[src/rtl/cpu_seq_ctrl.sv]
// Multi-cycle FETCH/DECODE/EXECUTE/WRITEBACK sequencer with IMEM handshake, HALT and fetch timeout.
// Optional retired-instruction counter enabled by defining CPU_SEQ_CTRL_PERF_EN.
module cpu_seq_ctrl #(
   parameter int             OPW           = 5,
   parameter logic [OPW-1:0] HALT_OP       = '1,
   parameter logic [OPW-1:0] NOP_OP        = '0,
   parameter int             FETCH_TIMEOUT = 8,
   parameter int             CNTW          = 16
) (
   input  logic            clk,
   input  logic            reset,
   input  logic            run,
   input  logic            imem_ack,
   input  logic [OPW-1:0]  opcode,
   output logic            imem_req,
   output logic            ir_load,
   output logic            reg_write,
   output logic            pc_en,
   output logic            halted,
   output logic            fault,
   output logic [2:0]      state,
   output logic [CNTW-1:0] retired_cnt
);

   typedef enum logic [2:0] {
      S_IDLE      = 3'd0,
      S_FETCH     = 3'd1,
      S_DECODE    = 3'd2,
      S_EXECUTE   = 3'd3,
      S_WRITEBACK = 3'd4,
      S_HALT      = 3'd5,
      S_FAULT     = 3'd6
   } state_t;

   // Counter only needs to reach FETCH_TIMEOUT-1; keep at least one bit when disabled.
   localparam int             TW      = (FETCH_TIMEOUT >= 2) ? $clog2(FETCH_TIMEOUT) : 1;
   localparam logic [TW-1:0]  TO_LAST = TW'((FETCH_TIMEOUT > 0) ? FETCH_TIMEOUT - 1 : 0);

   state_t           r_state;
   state_t           w_next;
   logic [TW-1:0]    r_to_cnt;
   logic [OPW-1:0]   r_op_q;
   logic             w_timeout;

   assign w_timeout = (FETCH_TIMEOUT != 0) && (r_to_cnt == TO_LAST);
   assign state     = r_state;

   always_ff @(posedge clk or negedge reset) begin
      if (!reset) begin
         r_state  <= S_IDLE;
         r_to_cnt <= '0;
         r_op_q   <= '0;
      end else begin
         r_state  <= w_next;
         r_to_cnt <= (r_state == S_FETCH && !imem_ack) ? r_to_cnt + TW'(1) : '0;
         if (r_state == S_DECODE)
            r_op_q <= opcode;
      end
   end

   always_comb begin
      w_next    = r_state;
      imem_req  = 1'b0;
      ir_load   = 1'b0;
      reg_write = 1'b0;
      pc_en     = 1'b0;
      halted    = 1'b0;
      fault     = 1'b0;
      case (r_state)
         S_IDLE: begin
            if (run)
               w_next = S_FETCH;
         end
         S_FETCH: begin
            imem_req = 1'b1;
            ir_load  = imem_ack;
            // An ack on the limit cycle takes priority over the timeout.
            if (imem_ack)
               w_next = S_DECODE;
            else if (w_timeout)
               w_next = S_FAULT;
         end
         S_DECODE: begin
            w_next = (opcode == HALT_OP) ? S_HALT : S_EXECUTE;
         end
         S_EXECUTE: begin
            w_next = S_WRITEBACK;
         end
         S_WRITEBACK: begin
            pc_en     = 1'b1;
            reg_write = (r_op_q != NOP_OP);
            w_next    = run ? S_FETCH : S_IDLE;
         end
         S_HALT: begin
            halted = 1'b1;
         end
         S_FAULT: begin
            fault = 1'b1;
         end
         default: begin
            w_next = S_IDLE;
         end
      endcase
   end

`ifdef CPU_SEQ_CTRL_PERF_EN
   logic [CNTW-1:0] r_retired_cnt;

   always_ff @(posedge clk or negedge reset) begin
      if (!reset)
         r_retired_cnt <= '0;
      else if (r_state == S_WRITEBACK)
         r_retired_cnt <= r_retired_cnt + CNTW'(1);
   end

   assign retired_cnt = r_retired_cnt;
`else
   assign retired_cnt = '0;
`endif

endmodule

[config.mk]
export PLATFORM = sky130hd
export DESIGN_NAME = cpu_seq_ctrl
export DESIGN_NICKNAME = d
export VERILOG_FILES = /design/src/rtl/cpu_seq_ctrl.sv
export SDC_FILE = /design/constraint.sdc
export NUM_CORES = 1
export LEC_CHECK = 0
export CORE_ASPECT_RATIO = 1.25
export CORE_MARGIN = 2
export CORE_UTILIZATION = 36
export CTS_CLUSTER_DIAMETER = 80
export CTS_CLUSTER_SIZE = 14
export DETAILED_ROUTE_END_ITERATION = 10
export GPL_TIMING_DRIVEN = 0
export PLACE_DENSITY_LB_ADDON = 0.3
export SLEW_MARGIN = 20
export SYNTH_ARGS = -nofsm -noshare
export SYNTH_HDL_FRONTEND = slang
export SYNTH_SLANG_ARGS = --single-unit
[constraint.sdc]
create_clock -name clk -period 1.25 [get_ports clk]
set_clock_uncertainty 0.05 [all_clocks]
set_input_delay 0.3125 -clock clk [delete_from_list [all_inputs] [get_ports clk]]
set_output_delay 0.3125 -clock clk [all_outputs]
set_load 0.05 [all_outputs]
==> impl_summary.txt <==
----------------------------------------------------
[Worst setup path]
  WS Path Type ... flop to output port
  Element type at the critical path end ... output port
  Startpoint type of the worst setup path ... flop
  Data required time of the critical path ... 0.89 ns
  Arr. time, crit path ... 1.54 ns
  Highest fanout seen on the critical path ... 2
  R2r worst-path depth ... 6

[GRT]
  GRT Resource Usage Total ... 16.3%
  Wire length of the first global-routing pass ... 2.68 mm
  Remaining Overflow, GRT ... 0
  Maximum number of pins on one net before global-route repair ... 12
  Number of global-route vias before repair ... 601
  Number of antenna violations at the first check in global routing ... 0

[Die]
  Chip Height ... 53.8 µm
  Die area ... 2360 µm²
  Ports ... 34
  Initial Utilization ... 37.3%
  Die Width ... 43.8 µm
  Row Count ... 18
  Core ar. ... 1910 µm²

[Placement]
  Post-Place Cells ... 120
  Area after DPL ... 1010 µm²
  Gpl congestion ... 0.686
  Post-place setup slack ... -0.901 ns
  PortBufs ... 17
  Detailed Place HPWL ... 996 µm

[Routing]
  Number of vias in the routed layout ... 650
  Number of routed nets with antenna violations ... 0
  DRC ... 0
  WL final ... 1.84 mm
  Routed len/inst ... 13.0 µm
  Initial DRC count ... 9
  Number of search-and-repair iterations in the first detailed-routing pass ... 5
  Vias/cell ... 4.58

[Synthesis]
  Mean post-synth cell area ... 10.5 µm²
  Dominant register cell in the synthesized netlist ... dfrtp_1
  Synthesized area ... 713 µm²
  Number of flops mapped to enable cells by yosys ... 0
  Synth cell types ... 24
  Post-synth top area cell ... dfrtp_1
  Sequential-to-total area share from yosys stat ... 38.6%
  Share of flip-flops with an asynchronous set or reset ... 100%
  Gate Count Post-Synth ... 68
  Share of Yosys cell area claimed by the top area cell type ... 38.6%
  Number of synthesized register bits ... 11
  Cell types occupying the most area after synthesis ... dfrtp_1 (39%), buf_4 (18%), mux2_2 (7.9%)
  Total number of yosys warnings ... 0

[Clocking]
  TritonCTS clock tree ... yes
  Root buffer cell ... clkbuf_4
  Maximum level of the CTS H-tree ... 1
  Clock edge transition at the registers on the reported setup and hold paths ... 0.07 ns
  Post-cts hold buffer count ... 0
  CTS max path bufs ... 2
  Clock latency of the later-clocked register in the worst-skew pair ... 0.27 ns
  Clock net sink count ... 11
  Number of buffers inserted during clock tree synthesis ... 3

[Timing]
  Slew Limit Fails ... 0
  Setup repair after global routing missed its margin ... true
  Max Clock Freq ... 525 MHz
  Remaining max-slew budget at the tightest pin ... 64.4%
  Number of endpoints with negative hold slack in the final report ... 0
  Transition time at the pin with the least slew margin ... 0.533 ns
  Tcrit/Tclk final ... 152%
  Post-route setup TNS ... -5.24 ns
  Smallest setup slack after layout ... -0.653 ns
  Setup violation total in the final timing report ... 18
  Min Clock Period, post-route ... 1.90 ns

[Min path]
  Worst hold path type ... input pin to async pin

[Final layout]
  Area growth from synthesis to final layout ... 86.5%
  # diodes ... 0
  Final instance area ... 1330 µm²
  Most frequent cells in the layout ... buf_4 (21), buf_6 (20), conb_1 (16), clkdlybuf4s50_1 (8), dfrtp_1 (8)
  Number of standard cells in the layout, taps in and fillers out ... 142
  Final-stage net count ... 134
  Commonest non-fill, non-tap cell in the layout ... buf_4
  Final core utilization ... 69.5%
  Fraction of final layout cells with drive strength greater than 1 ... 64.8%

[Power]
  Comb pwr share ... 71.9%
  P_int ... 1.79 mW
  Worst VDD drop ... 0.00121 V
  Leakage ... 0.665 nW
  Sw Ratio ... 40.8%
  Switching component of the power ... 1.23 mW
  Sequential cell fraction of total power ... 20.0%
  Pwr dens ... 2270 nW/µm²
  Clock power share ... 8.0%

[Status]
  Run status ... complete, but fails checks
  Violations in the final reports ... negative setup slack

[Run]
  Number of max-cap violations ... 0

----------------------------------------------------
==> routing by layer <==
metal  vias up  GRT usage, %  wire length [µm]
met5         -             0                 0
met4         0          9.09                73
met3        12          3.02               106
met2        37          31.6              1000
met1       298          16.0               656
li1        303             -                 -
==> layout make-up <==
class | count | area, µm²
repair buffers | 35 | 380
flip-flops and latches | 11 | 279
clock buffers | 4 | 26.3
well taps | 20 | 25.0
fillers | 155 | 584
multi-input cells | 53 | 462
plain buffers | 19 | 158
==> worst max-delay path, stage by stage, from the launching register on <==
cell     delay (ns)
dfrtp_1        0.38
or4_4          0.54
o21a_4         0.21
buf_6          0.14
==> what timing repair did <==
action	4_1_cts	5_1_grt
pin swaps	6	6
setup buffers	13	8
gates resized for setup	85	21
setup endpoints to repair	17	20
==> flip-flops by register name, indices dropped and copies added (netlist names) <==
signal and flops:
state 3, r_to_cnt 3, r_op_q 5
==> Yosys cell counts (2+ instances only) <==
cell	count
nor2_1	5
and2_1	4
buf_6	2
nand2_1	3
ha_1	2
o21ai_0	3
dfrtp_1	11
buf_4	17
mux2_2	5
and2b_1	2
==> per-stage QoR <==
step | hold WS, ns | total power [mW]
5_1_grt | 0.381 | 3.15
4_1_cts | 0.348 | 2.66
6_report | 0.341 | 3.01
3_3_place_gp | 0.436 | 1.93
3_5_place_dp | 0.442 | 1.95
2_1_floorplan | -0.0331 | 1.65
==> cell families (layout without fill, tap and decap cells) <==
kind of cell	Yosys count	count (layout)	share of synthesized area [%]
buffers and inverters	19	58	21.1
other	1	16	0.526
and+or+nand+nor	22	22	20.2
DFF	11	11	38.6
AOI/OAI and AO/OA	8	8	8.25
adders and majority gates	2	2	3.51
muxes	5	5	7.89
==> final timing paths <==
| path | start | to | slack, ns |
|---|---|---|---|
| worst max register to register | state[0]$_DFFE_PN0P_ | r_op_q[4]$_DFFE_PN0N_ | -0.33 |
| worst min register to register | r_op_q[3]$_DFFE_PN0N_ | r_op_q[3]$_DFFE_PN0N_ | 0.47 |
| worst max-delay path | r_op_q[0]$_DFFE_PN0N_ | reg_write | -0.65 |
| min in group clk | r_op_q[3]$_DFFE_PN0N_ | r_op_q[3]$_DFFE_PN0N_ | 0.47 |
| max in group asynchronous | reset | state[0]$_DFFE_PN0P_ | 0.43 |
| worst min-delay path | reset | r_op_q[3]$_DFFE_PN0N_ | 0.34 |
==> power by group through the flow <==
stage / logic (mW) / registers (mW) / clock network (mW)
after floorplan: 0.940 / 0.710 / 0
after global placement: 1.34 / 0.583 / 0
after detailed placement: 1.36 / 0.591 / 0
after CTS: 1.81 / 0.593 / 0.250
after global routing: 2.27 / 0.614 / 0.264
final: 2.17 / 0.603 / 0.243
(Power assumes the default switching activity.)
